`src/rtl/red_pitaya_pwm_bank.sv`:
```
// Multi-channel PWM DAC bank: base PWM period plus bit-reversed sub-LSB dither
// over a frame, codes from the system bus or live DSP samples, latched at frame end.
module red_pitaya_pwm_bank #(
   parameter int CHN       = 4,
   parameter int PWM_BITS  = 8,
   parameter int DITH_BITS = 4,
   parameter int IN_W      = 14
)(
   input  logic                  clk_i,
   input  logic                  rstn_i,
   input  logic [CHN*IN_W-1:0]   dsp_i,
   output logic [CHN-1:0]        pwm_o,
   output logic                  frame_o,
   input  logic [31:0]           sys_addr,
   input  logic [31:0]           sys_wdata,
   input  logic [3:0]            sys_sel,
   input  logic                  sys_wen,
   input  logic                  sys_ren,
   output logic [31:0]           sys_rdata,
   output logic                  sys_err,
   output logic                  sys_ack
);

   localparam int CODE_W = PWM_BITS + DITH_BITS;

   logic [PWM_BITS-1:0]               r_cnt;
   logic [DITH_BITS-1:0]              r_fcnt;
   logic                              r_frame;
   logic                              r_ack;
   logic [31:0]                       r_rdata;
   logic [CHN-1:0]                    r_src;
   logic [CHN-1:0]                    r_pwm;
   logic [CHN-1:0][CODE_W-1:0]        r_val;
   logic [CHN-1:0][CODE_W-1:0]        r_act;
   logic [CHN-1:0][PWM_BITS:0]        r_thr;

   logic                              w_cnt_max;
   logic                              w_fb;
   logic [DITH_BITS-1:0]              w_fcnt_inc;
   logic [DITH_BITS-1:0]              w_fcnt_rev;
   logic [19:0]                       w_addr;
   logic                              w_val_sel;
   logic                              w_act_sel;
   logic                              w_src_sel;
   logic                              w_info_sel;
   logic [CHN-1:0]                    w_idx_hit;
   logic [CHN-1:0][CODE_W-1:0]        w_dsp_code;
   logic [CHN-1:0][CODE_W-1:0]        w_act_next;
   logic [CHN-1:0][PWM_BITS:0]        w_thr_next;
   logic [31:0]                       w_rdata;
   logic                              w_unused;

   assign w_cnt_max  = &r_cnt;
   assign w_fb       = w_cnt_max & (&r_fcnt);
   assign w_fcnt_inc = r_fcnt + DITH_BITS'(1);

   // Bit-reversed frame index spreads the extra high clocks evenly over the frame.
   genvar gi;
   generate
      for (gi = 0; gi < DITH_BITS; gi++) begin : g_rev
         assign w_fcnt_rev[gi] = w_fcnt_inc[DITH_BITS-1-gi];
      end
   endgenerate

   assign w_addr     = sys_addr[19:0];
   assign w_val_sel  = (w_addr[19:6] == 14'h0) && (w_addr[1:0] == 2'b00);
   assign w_act_sel  = (w_addr[19:6] == 14'h2) && (w_addr[1:0] == 2'b00);
   assign w_src_sel  = (w_addr == 20'h00040);
   assign w_info_sel = (w_addr == 20'h00044);

   generate
      for (gi = 0; gi < CHN; gi++) begin : g_ch
         logic [IN_W-1:0]     w_off;
         logic [PWM_BITS-1:0] w_d;
         logic                w_ext;

         assign w_idx_hit[gi]  = (w_addr[5:2] == 4'(gi));
         // Signed sample to offset binary, then keep the top CODE_W bits.
         assign w_off          = {~dsp_i[gi*IN_W+IN_W-1], dsp_i[gi*IN_W +: IN_W-1]};
         assign w_dsp_code[gi] = w_off[IN_W-1 -: CODE_W];
         assign w_act_next[gi] = w_fb ? (r_src[gi] ? w_dsp_code[gi] : r_val[gi]) : r_act[gi];
         assign w_d            = w_act_next[gi][CODE_W-1:DITH_BITS];
         assign w_ext          = (w_fcnt_rev < w_act_next[gi][DITH_BITS-1:0]);
         assign w_thr_next[gi] = {1'b0, w_d} + {{PWM_BITS{1'b0}}, w_ext};
      end
   endgenerate

   always_comb begin
      w_rdata = 32'h0;
      for (int i = 0; i < CHN; i++) begin
         if (w_val_sel && w_idx_hit[i]) w_rdata = 32'(r_val[i]);
         if (w_act_sel && w_idx_hit[i]) w_rdata = 32'(r_act[i]);
      end
      if (w_src_sel)  w_rdata = 32'(r_src);
      if (w_info_sel) w_rdata = {8'h0, 8'(CHN), 8'(DITH_BITS), 8'(PWM_BITS)};
   end

   always_ff @(posedge clk_i or negedge rstn_i) begin
      if (!rstn_i) begin
         r_cnt   <= '0;
         r_fcnt  <= '0;
         r_frame <= 1'b0;
         r_ack   <= 1'b0;
         r_rdata <= 32'h0;
         r_src   <= '0;
         r_pwm   <= '0;
         r_val   <= '0;
         r_act   <= '0;
         r_thr   <= '0;
      end else begin
         r_cnt   <= r_cnt + PWM_BITS'(1);
         if (w_cnt_max) r_fcnt <= w_fcnt_inc;
         r_frame <= (r_cnt == '0) && (r_fcnt == '0);
         r_ack   <= sys_wen | sys_ren;
         if (sys_ren) r_rdata <= w_rdata;
         if (sys_wen && w_src_sel) r_src <= sys_wdata[CHN-1:0];
         for (int i = 0; i < CHN; i++) begin
            if (sys_wen && w_val_sel && w_idx_hit[i]) r_val[i] <= sys_wdata[CODE_W-1:0];
            r_act[i] <= w_act_next[i];
            // Threshold for the coming period is fixed in the last cycle of the current one.
            if (w_cnt_max) r_thr[i] <= w_thr_next[i];
            r_pwm[i] <= ({1'b0, r_cnt} < r_thr[i]);
         end
      end
   end

   assign w_unused  = ^{sys_sel, sys_addr[31:20], sys_wdata, dsp_i};
   assign pwm_o     = r_pwm;
   assign frame_o   = r_frame;
   assign sys_rdata = r_rdata;
   assign sys_ack   = r_ack;
   assign sys_err   = 1'b0;

endmodule

```
`config.mk`:
```
export PLATFORM = sky130hd
export DESIGN_NAME = red_pitaya_pwm_bank
export DESIGN_NICKNAME = d
export VERILOG_FILES = /design/src/rtl/red_pitaya_pwm_bank.sv
export SDC_FILE = /design/constraint.sdc
export NUM_CORES = 1
export LEC_CHECK = 0
export ABC_AREA = 1
export ABC_CLOCK_PERIOD_IN_PS = 3470
export BUFFER_PORTS_ARGS = -buffer_cell sky130_fd_sc_hd__buf_2
export CAP_MARGIN = 40
export CORE_MARGIN = 3
export CORE_UTILIZATION = 45
export CTS_BUF_LIST = sky130_fd_sc_hd__clkbuf_4 sky130_fd_sc_hd__clkbuf_8 sky130_fd_sc_hd__clkbuf_16
export DETAILED_ROUTE_END_ITERATION = 6
export MAX_ROUTING_LAYER = met4
export PLACE_DENSITY = 0.66
export SKIP_CTS_REPAIR_TIMING = 1
export SLEW_MARGIN = 20
export SYNTH_ARGS = -nofsm -noshare
export SYNTH_HDL_FRONTEND = slang
export SYNTH_SLANG_ARGS = --single-unit
```
`constraint.sdc`:
```
create_clock -name clk_i -period 3.47 [get_ports clk_i]
set_clock_uncertainty 0.2 [all_clocks]
set_input_delay 0.347 -clock clk_i [delete_from_list [all_inputs] [get_ports clk_i]]
set_output_delay 0.347 -clock clk_i [all_outputs]
set_load 0.01 [all_outputs]
```
# --- Yosys cells after proc, flatten, opt, wreduce, memory -nomap -nowiden ---
# Index checks and enable logic that the tools add are counted.
word_totals:
  register_bits: 186
  out_inout_bits: 39
classes:
  reduce_logical: 24
  bitwise_logic: 6
  mux: 18
  eq_ne: 6
  magnitude_cmp: 8
  add_sub_neg: 6
op_table:
  columns: ["op", "count"]
  rows:
  - ["32-bit two-way mux", 8]
  - ["12-bit two-way mux", 10]
  - ["20-bit by 7-bit == test with 1-bit output (second input constant)", 2]
  - ["8-bit by 1-bit adder with 9-bit output", 4]
  - ["8-bit by 9-bit less-than comparator with 1-bit output", 4]
  - ["1-bit logical AND", 17]
  - ["4-bit less-than comparator", 4]
  - ["14-bit by 2-bit == test with 1-bit output (second input constant)", 1]
  - ["14-bit zero test", 1]
  - ["8-bit by 1-bit adder with 8-bit output (second input constant)", 1]
  - ["4-bit by 2-bit == test with 1-bit output (second input constant)", 2]
  - ["4-bit zero test", 2]
  - ["8-bit zero test", 1]
  - ["8-bit AND reduction", 1]
  - ["4-bit by 1-bit adder with 4-bit output (second input constant)", 1]
  - ["4-bit by 1-bit == test with 1-bit output (second input constant)", 1]
  - ["1-bit inverter", 4]
  - ["4-bit AND reduction", 1]
  - ["2-bit zero test", 1]
  - ["1-bit AND", 1]
  - ["1-bit OR", 1]

# --- Logic depth before layout (Yosys ltp) ---
# Gate-level depths: netlist of the first run.
depth:
  word_depth: 13
  depth_mapped: 24

# --- Least setup slack after synthesis of the first run ---
# OpenSTA, ideal clock, no wires.
synth_path:
  path_type: "register -> register"
  from: "reg r_cnt[1]"
  to: "reg r_thr[31] in the netlist's numbering"
  path_stages_with_launch: 24
  setup_slack_ns: -0.286
  synth_period_minus_slack_ns: 3.756
  t_required_ns: 3.138
  t_arrival_ns: 3.424
  setup_time_ns: 0.132
  cell_sequence: "dfrtp_1 ha_1 nand2_1 nor2_2 nand3_2 nor3_4 nand2_2 clkinv_2 buf_6 buf_4 buf_2 o211ai_1 o21ai_0 inv_1 ha_1 a21oi_1 o21a_1 ha_1 ha_1 nand2_1 nor2_1 or2_2 nand3_1 o21ai_0"
synth_lines:
  columns: ["item", "line", "source"]
  rows:
  - ["from (decl)", "26", "logic [PWM_BITS-1:0] r_cnt;"]
  - ["from (signal assigned)", "111", "r_cnt <= r_cnt + PWM_BITS'(1);"]
  - ["to (signal, indexed assignment)", "121", "if (w_cnt_max) r_thr[i] <= w_thr_next[i];"]
  - ["to (decl)", "35", "logic [CHN-1:0][PWM_BITS:0] r_thr;"]

==> results of run 1 <==
metal layers:
layer,share of wire,vias to the layer above,global-route usage,wire (um)
met5,0,-,-,0
met4,0.013,0,0.0441,372
met3,0.078,32,0.0554,2170
met2,0.46,312,0.367,12700
met1,0.45,4198,0.332,12600
li1,-,4332,-,-
cell type report:
class	count	area, um^2
Clock buffer	23	489
Clock inverter	9	98.8
Fill cell	1888	8930
Inverter	194	741
Multi-Input combinational cell	875	4830
Sequential cell	167	4180
Tap cell	270	338
Timing Repair Buffer	161	1010
Timing Repair inverter	1	11.3
worst paths after layout:
kind	cells after the start	slack, ps	endpoint
max in group asynchronous	3	1840	r_act[38]$_DFF_PN0_
worst max-delay path	20	80	r_thr[22]$_DFFE_PN0N_
worst min register to register	2	280	sys_rdata[9]$_DFFE_PN0P_
worst max register to register	20	80	r_thr[22]$_DFFE_PN0N_
worst min-delay path	3	6	sys_rdata[3]$_DFFE_PN0P_
min in group asynchronous	2	310	r_val[2]$_DFFE_PN0P_
cells in the mapped netlist, types with 3 or more instances:
master	n	area [um^2]
o21a_1	5	37.5
ha_1	52	651
buf_4	21	158
o21ai_0	142	711
xnor2_1	4	35.0
nor2_2	4	25.0
nor3_1	12	60.1
o21bai_1	6	45.0
o31ai_1	3	22.5
inv_2	5	18.8
nand4_1	17	106
a21o_1	3	22.5
nor2_1	73	274
or2_2	14	87.6
nand2_2	5	31.3
nand2_1	352	1320
buf_2	7	35.0
o22ai_1	11	68.8
a21oi_1	32	160
o21ai_2	7	61.3
xor2_1	10	87.6
clkbuf_1	28	105
o211ai_1	16	120
dfrtp_1	167	4180
inv_1	188	706
mux2i_1	3	30.0
a31oi_1	3	18.8
o21ai_1	15	75.1
nand3_1	55	275
logic make-up after synthesis:
kind of cell	Yosys count	share of synthesized area
mux	3	0.00311
flops	167	0.433
other cells	1	0.000388
buf+inv	252	0.109
simple gates	537	0.231
xor+xnor	14	0.0127
fa+ha+maj	52	0.0674
compound gates	249	0.144
sequential cells by signal, indices dropped and copies added, names as in the netlist:
register   cells
r_fcnt         4
sys_ack        1
r_act         48
r_val         48
r_src          4
r_thr         36
pwm_o          4
sys_rdata     13
r_cnt          8
frame_o        1
tightest hold or removal path, stage by stage:
cell and delay [ps]:
buf_2 140, nand2_1 70, nand2_1 50
per-stage QoR:
step	std cells	hold WS (ps)	worst slack [ps]	setup TNS [ps]	power, mW
2_1_floorplan	1294	-149	-137	-891	2.04
3_3_place_gp	1650	238	-5.06	-5.06	2.14
3_5_place_dp	1650	243	-48.7	-106	2.14
4_1_cts	1682	-217	-68.5	-316	4.04
5_1_grt	1700	5.88	-115	-567	4.14
6_report	1700	6.20	83.3	0	4.02
report_power, final:
part | internal (mW) | total [mW] | switching (mW)
Clock | 1.14 | 1.92 | 0.783
Combinational | 0.0469 | 0.153 | 0.106
Sequential | 1.95 | 1.95 | 0.000888
==> run_results.csv, run 1 <==
group,metric,value,unit
worst_setup_path,rr_startpoint,"r_cnt[0]$_DFF_PN0_",
clock_network,cts_root_buffer,"clkbuf_16",
global_route,grt_pass1_wl,43400,um
clock_network,cts_buffers,17,
place,place.port_buffers,102,
logic_synthesis,synth_edf_count,0,
worst_setup_path,worst_path_largest_cell_delay,350,ps
logic_synthesis,syn_inst,1275,
cells_and_area,drive_above_1_share,0.192,
worst_setup_path,required,3570,ps
worst_setup_path,crit_chain,"ha_2, nand2_2, nor2_4, nand3_2, nor3_4, nand2_4, inv_8, o211ai_1, o21ai_1, inv_1, ha_1, a21oi_1, o21a_1, ha_2, ha_4, nand2_4, nor2_4, buf_6, xnor2_2, o21ai_1",
drt,via_count,8874,
logic_synthesis,syn-cell-area,9660,um^2
cells_and_area,final_core_util,0.567,
logic_synthesis,yosysUniqueCellTypes,40,
min_path,hold_path_class,"input port to flop",
run_status,status,"completed",
logic_synthesis,synth_seq_cells,167,
die,initial_core_util,0.468,
drt,via_per_inst,5.22,
clock_network,htreeDepth,4,
global_route,grt_pass1_vias,8339,
die,row_count,52,
sta,slew_violations,0,
worst_setup_path,endpoint_kind,"flop",
worst_setup_path,slowest_stage,"dfrtp_1",
die,placeableCoreArea,20600,um^2
cells_and_area,diodes,0,
sta,rsz0062_at_grt,"yes",
clock_network,path_clk_slew,60,ps
worst_setup_path,crit_buf_inv,3,
sta,fmax,295,MHz
sta,relSlewSlack,0.490,
worst_setup_path,start_kind,"flop",
worst_setup_path,crit_type,"flop to flop",
worst_setup_path,arrival,3490,ps
worst_setup_path,crit_fanout,8,
sta,tightestPinTransition,765,ps
logic_synthesis,ys_seq_area_frac,0.433,
run,drv_cap,0,
global_route,grt_max_degree,79,
min_path,min-delay-start,"sys_ren",
worst_setup_path,worst_path_dominant_cell_family,"adder cells",
logic_synthesis,synth_ff_type,"dfrtp_1",
logic_synthesis,async_flop_share,1.00,
cells_and_area,finalNetCount,1597,
clock_network,clock_sinks,167,
pwr,ir_worst_vdd,0.000298,V
die,fp.dieH,152,um
cells_and_area,fin_area,11700,um^2
clock_network,clk_latency,430,ps
clock_network,clk_path_buf_depth,2,
clock_network,cts_tree,"done",
drt,wire_per_inst,16.4,um
die,die_width,152,um
drt,firstDrtPassIters,5,
global_route,overflow,0,
pwr,powerDensity,344,nW/um^2
place,dpl_cell_area,10700,um^2
cells_and_area,final_cell_mix,"nand2_1, inv_1, dfrtp_1",
global_route,track_usage,0.239,
worst_setup_path,worstSetupStartpoint,"r_cnt[0]$_DFF_PN0_",
die,pin_count,167,
sta,timing.final.crit_share,0.976,
pwr,leakage,6.31,nW
die,die-area,23300,um^2
drt,drtAntennaViolNets,0,
sta,min_period,3390,ps
place,finalWeightedCongestion,0.891,
cells_and_area,final_common_cell,"nand2_1",
drt,wl,27800,um
logic_synthesis,yosysWarnings,0,
global_route,antenna_found_initial,0,
logic_synthesis,syn_avg_cell_area,7.57,um^2
place,dp_hpwl,20300,um
sta,setup_violations,0,
drt,drt_iter0_markers,710,
drt,drc,0,
sta,hold_violations,0,
cells_and_area,area_delta_synth_final,21.1,%
Note: power is estimated with default switching activity, not from simulation.
==> run 2: changes to the inputs <==
--- a/config.mk
+++ b/config.mk
@@ -6,7 +6,7 @@
 export NUM_CORES = 1
 export LEC_CHECK = 0
 export ABC_AREA = 1
-export ABC_CLOCK_PERIOD_IN_PS = 3470
+export ABC_CLOCK_PERIOD_IN_PS = 3800
 export BUFFER_PORTS_ARGS = -buffer_cell sky130_fd_sc_hd__buf_2
 export CAP_MARGIN = 40
 export CORE_MARGIN = 3
@@ -14,7 +14,7 @@
 export CTS_BUF_LIST = sky130_fd_sc_hd__clkbuf_4 sky130_fd_sc_hd__clkbuf_8 sky130_fd_sc_hd__clkbuf_16
 export DETAILED_ROUTE_END_ITERATION = 6
 export MAX_ROUTING_LAYER = met4
-export PLACE_DENSITY = 0.66
+export PLACE_DENSITY = 0.63
 export SKIP_CTS_REPAIR_TIMING = 1
 export SLEW_MARGIN = 20
 export SYNTH_ARGS = -nofsm -noshare
==> constraint.sdc (replaced) <==
create_clock -name clk_i -period 3.8 [get_ports clk_i]
set_clock_uncertainty 0.2 [all_clocks]
set_input_delay 0.38 -clock clk_i [delete_from_list [all_inputs] [get_ports clk_i]]
set_output_delay 0.38 -clock clk_i [all_outputs]
set_load 0.01 [all_outputs]
==> run 2 against run 1 <==
  * Clock-buffer cell count is the same
  * Register-to-register slack gained 190 ps
  * Hold slack gained 14 ps
  * Sequential power shrank 9%
  * Core utilization shrank 2.8 points
  * Die area is the same
  * Via count shrank 2.2%
  * Critical endpoint is now r_thr[31]$_DFFE_PN0N_
  * Largest cell class unchanged
  * Final area shrank 5.0%
  * Clock power shrank 14%
==> run_results.csv, run 2 (synthesis gave the netlist of run 1 again) <==
group,metric,value,unit
clock_network,cts_root_buffer,"clkbuf_16",
clock_network,cts_buffers,17,
global_route,antenna_found_initial,0,
clock_network,clk_latency,430,ps
die,fp.dieH,152,um
pwr,leakage,6.08,nW
pwr,power,3.59,mW
die,pin_count,167,
worst_setup_path,required,3890,ps
cells_and_area,final_common_cell,"nand2_1",
worst_setup_path,endpoint_kind,"flop",
worst_setup_path,crit_fanout,13,
cells_and_area,reg.largest.list,"r_act (48), r_val (48), r_thr (36)",
sta,fmax,283,MHz
drt,drt_iter0_markers,826,
clock_network,htreeDepth,4,
worst_setup_path,start_kind,"flop",
sta,min_period,3530,ps
drt,wl,27400,um
die,die-area,23300,um^2
pwr,ir_worst_vdd,0.000317,V
cells_and_area,area_delta_synth_final,15.1,%
sta,setup_violations,0,
drt,firstDrtPassIters,5,
drt,drc,0,
die,row_count,52,
global_route,track_usage,0.245,
worst_setup_path,arrival,3620,ps
pwr,powerDensity,323,nW/um^2
worst_setup_path,crit_type,"flop to flop",
min_path,hold_path_end,"sys_rdata[3]$_DFFE_PN0P_",
place,dp_hpwl,20400,um
die,placeableCoreArea,20600,um^2
worst_setup_path,r2r_end,"r_thr[31]$_DFFE_PN0N_",
sta,holdWs,19.9,ps
clock_network,clk_path_buf_depth,2,
drt,via_count,8681,
drt,drtAntennaViolNets,0,
min_path,min-delay-start,"sys_ren",
min_path,hold_path_class,"input port to flop",
min_path,hold_depth,3,
cells_and_area,final_cell_mix,"nand2_1, inv_1, dfrtp_1",
sta,hold_violations,0,
die,initial_core_util,0.468,
clock_network,clock_sinks,167,
worst_setup_path,rr_startpoint,"r_cnt[1]$_DFF_PN0_",
worst_setup_path,rrSetupSlack,270,ps
global_route,overflow,0,
sta,relSlewSlack,0.486,
clock_network,path_clk_slew,60,ps
sta,timing.final.crit_share,0.929,
cells_and_area,finalNetCount,1565,
drt,wire_per_inst,16.4,um
sta,tightestPinTransition,769,ps
global_route,grt_pass1_vias,8228,
drt,via_per_inst,5.20,
run_status,status,"completed",
die,die_width,152,um
sta,slew_violations,0,
global_route,grt_max_degree,72,
cells_and_area,final_core_util,0.539,
place,finalWeightedCongestion,0.910,
cells_and_area,drive_above_1_share,0.146,
worst_setup_path,r2r_cells,20,
place,place.port_buffers,102,
clock_network,cts_tree,"done",
run,drv_cap,0,
global_route,grt_pass1_wl,44100,um
==> run 2: per-stage QoR <==
stage | setup WS, ps | TNS [ps] | cells | instance area, um^2
2_1_floorplan | 43.5 | 0 | 1294 | 9730
3_3_place_gp | 110 | 0 | 1632 | 10500
3_5_place_dp | 73.7 | 0 | 1632 | 10500
4_1_cts | 31.4 | 0 | 1663 | 11000
5_1_grt | -7.98 | -7.98 | 1667 | 11100
6_report | 270 | 0 | 1668 | 11100
==> run 2: cell type report <==
type	count	area (um^2)
flip-flops and latches	167	4180
clock inverters	8	75.1
multi-input cells	875	4540
inverters	194	741
fillers	2038	9510
repair inverters	1	8.76
well taps	270	338
diodes	1	2.50
clock buffers	23	483
repair buffers	129	747
==> run 2: worst max path at each step <==
stage / slack, ps / end / from / depth (start not counted)
floorplan: 40 / r_thr[31]$_DFFE_PN0N_ / r_cnt[1]$_DFF_PN0_ / 23
global placement: 110 / r_thr[6]$_DFFE_PN0N_ / r_cnt[0]$_DFF_PN0_ / 20
detailed placement: 70 / r_thr[6]$_DFFE_PN0N_ / r_cnt[1]$_DFF_PN0_ / 20
CTS: 30 / r_thr[35]$_DFFE_PN0N_ / r_cnt[1]$_DFF_PN0_ / 21
global route: -8 / r_thr[35]$_DFFE_PN0N_ / r_cnt[0]$_DFF_PN0_ / 21
finish: 270 / r_thr[31]$_DFFE_PN0N_ / r_cnt[1]$_DFF_PN0_ / 20
==> run 2: power breakdown <==
part / leakage, nW / switching, mW / internal, mW
sequential: 1.86 / 0.000791 / 1.78
clock: 0.280 / 0.706 / 0.959
combinational: 3.93 / 0.0976 / 0.0428
==> run 2: critical path, stage by stage (launching register included) <==
cell	delay, ps
dfrtp_1	350
ha_1	180
nand2_1	70
nor2_2	120
nand3_2	120
nor3_4	270
nand2_4	130
clkinv_8	100
o211ai_1	90
o21ai_1	140
inv_1	80
ha_1	300
nand2_1	60
o21a_1	230
ha_4	190
ha_1	200
nand2_1	110
nor2_1	50
or2_2	260
nand3_1	60
o21ai_0	80
==> run 2: metal layers <==
| layer | track usage | vias to the layer above | part of all wire |
|---|---|---|---|
| met5 | - | - | 0 |
| met4 | 0.0687 | 0 | 0.019 |
| met3 | 0.0415 | 44 | 0.070 |
| met2 | 0.353 | 298 | 0.44 |
| met1 | 0.358 | 4068 | 0.47 |
| li1 | - | 4271 | - |
==> run 3: changes to the inputs <==
--- a/config.mk
+++ b/config.mk
@@ -6,7 +6,7 @@
 export NUM_CORES = 1
 export LEC_CHECK = 0
 export ABC_AREA = 1
-export ABC_CLOCK_PERIOD_IN_PS = 3800
+export ABC_CLOCK_PERIOD_IN_PS = 4500
 export BUFFER_PORTS_ARGS = -buffer_cell sky130_fd_sc_hd__buf_2
 export CAP_MARGIN = 40
 export CORE_MARGIN = 3
==> constraint.sdc (replaced) <==
create_clock -name clk_i -period 4.5 [get_ports clk_i]
set_clock_uncertainty 0.2 [all_clocks]
set_input_delay 0.45 -clock clk_i [delete_from_list [all_inputs] [get_ports clk_i]]
set_output_delay 0.45 -clock clk_i [all_outputs]
set_load 0.01 [all_outputs]
==> run 3 against run 2 <==
  * Clock power decreased by 9%
  * Clock-buffer cell count rose by 1
  * Critical path depth decreased by 1
  * Die area unchanged
  * First-iteration DRC count down 33%
  * The run now ends with DRC left
  * Final cell count is 0.72% lower
  * Highest routed layer unchanged
  * Via count fell by 2.0%
  * Sequential cell count unchanged
  * Largest power group is now clock
==> run_results.csv, run 3 (synthesis gave the netlist of run 1 again) <==
group,metric,value,unit
run_status,status,"complete, but fails checks",
run_status,violations,"DRC",
pwr,ir_worst_vdd,0.000278,V
clock_network,htreeDepth,4,
pwr,leakage,6.02,nW
sta,relSlewSlack,0.484,
place,finalWeightedCongestion,0.917,
drt,drc,3,
worst_setup_path,required,4600,ps
drt,via_count,8507,
worst_setup_path,rrSetupSlack,570,ps
die,row_count,52,
sta,rsz0062_at_grt,"no",
worst_setup_path,crit_type,"flop to flop",
run,drv_cap,0,
die,fp.dieH,152,um
pwr,combPwrFrac,0.038,
pwr,powerDensity,284,nW/um^2
sta,tightestPinTransition,773,ps
pwr,swShare,0.218,
cells_and_area,area_delta_synth_final,14.1,%
sta,hold_violations,0,
sta,timing.final.crit_share,0.872,
drt,via_per_inst,5.14,
clock_network,cts_buffers,17,
pwr,power,3.13,mW
sta,fin_setup_tns,0,ps
cells_and_area,final_core_util,0.534,
cells_and_area,final_cell_mix,"nand2_1, inv_1, dfrtp_1",
sta,fmax,255,MHz
clock_network,cts_tree,"done",
global_route,antenna_found_initial,0,
cells_and_area,drive_above_1_share,0.135,
drt,drtAntennaViolNets,0,
clock_network,cts_root_buffer,"clkbuf_16",
clock_network,clk_path_buf_depth,2,
cells_and_area,final_common_cell,"nand2_1",
global_route,grt_pass1_vias,8093,
global_route,grt_max_degree,70,
cells_and_area,filler_cell_count,2038,
die,initial_core_util,0.468,
sta,min_period,3930,ps
drt,drt_iter0_markers,551,
global_route,overflow,0,
place,dp_hpwl,20200,um
die,die_width,152,um
worst_setup_path,cp-endpoint,"r_thr[15]$_DFFE_PN0N_",
worst_setup_path,r2r_cells,19,
sta,setup_violations,0,
place,dpl_cell_area,10400,um^2
worst_setup_path,r2r_end,"r_thr[15]$_DFFE_PN0N_",
drt,wl,27000,um
clock_network,path_clk_slew,60,ps
worst_setup_path,rr_startpoint,"r_cnt[3]$_DFF_PN0_",
sta,slew_violations,0,
cells_and_area,diodes,0,
die,pin_count,167,
worst_setup_path,endpoint_kind,"flop",
worst_setup_path,worstSetupStartpoint,"r_cnt[3]$_DFF_PN0_",
worst_setup_path,start_kind,"flop",
global_route,track_usage,0.242,
pwr,power.switching,684,uW
cells_and_area,reg.largest.list,"r_act (48), r_val (48), r_thr (36)",
cells_and_area,fin_area,11000,um^2
clock_network,clk_latency,440,ps
drt,firstDrtPassIters,7,
pwr,seq_power_share,0.480,
worst_setup_path,arrival,4030,ps
sta,holdWs,105,ps
drt,wire_per_inst,16.3,um
place,place.port_buffers,102,
min_path,hold_path_class,"input port to flop",
pwr,power_frac_clock,0.482,
die,die-area,23300,um^2
pwr,internal_power,2.45,mW
worst_setup_path,crit_fanout,26,
cells_and_area,finalNetCount,1553,
die,placeableCoreArea,20600,um^2
clock_network,clock_sinks,167,
global_route,grt_pass1_wl,43500,um
run 3: critical path, cell delays in order (launching register included):
cell and delay, ps:
dfrtp_1 570, inv_2 70, nor2_2 160, nand3_2 120
nor3_4 210, nand2_2 110, clkinv_2 280, o211ai_1 140
o21ai_0 200, inv_1 120, ha_1 320, a21oi_1 150
o21a_1 180, ha_1 230, ha_1 190, nand2_1 80
nor2_2 140, nand3_1 130, nand3_1 110, o21ai_1 70
run 3: layout make-up:
class | count | area, um^2 | area share
multi-input cells | 875 | 4500 | 0.408
flip-flops and latches | 167 | 4180 | 0.379
inverters | 194 | 729 | 0.0662
repair buffers | 118 | 667 | 0.0605
clock buffers | 24 | 515 | 0.0468
well taps | 270 | 338 | 0.0307
clock inverters | 8 | 92.6 | 0.00840
run 3: how the worst min path moves through the flow:
stage / from / cells past startpoint / to / slack (ps)
5_1_grt: sys_ren / 2 / sys_ack$_DFF_PN0_ / 130
3_5_place_dp: rstn_i / 1 / r_act[1]$_DFF_PN0_ / 130
4_1_cts: rstn_i / 1 / r_act[2]$_DFF_PN0_ / -340
3_3_place_gp: r_thr[18]$_DFFE_PN0N_ / 2 / r_thr[18]$_DFFE_PN0N_ / 260
2_1_floorplan: rstn_i / 0 / frame_o$_DFF_PN0_ / -50
6_report: sys_ren / 3 / sys_rdata[3]$_DFFE_PN0P_ / 100
run 3: power by group through the flow:
stage / Sequential, mW / Combinational (mW) / Clock (mW)
after global placement: 1.53 / 0.117 / 0
after detailed placement: 1.53 / 0.120 / 0
final: 1.50 / 0.119 / 1.51
after global routing: 1.50 / 0.135 / 1.59
after floorplan: 1.53 / 0.0409 / 0
after CTS: 1.50 / 0.120 / 1.54
run 3: stage by stage:
step,std cells,worst slack [ps]
floorplan,1294,744
CTS,1655,592
finish,1656,574
global placement,1621,710
global route,1656,293
detailed placement,1623,642
run 3: per-layer routing:
metal / vias to the layer above / part of all wire / GRT usage
met5: - / 0 / -
met4: 0 / 0.010 / 0.0543
met3: 23 / 0.067 / 0.0514
met2: 238 / 0.45 / 0.362
met1: 3998 / 0.47 / 0.341
li1: 4248 / - / -
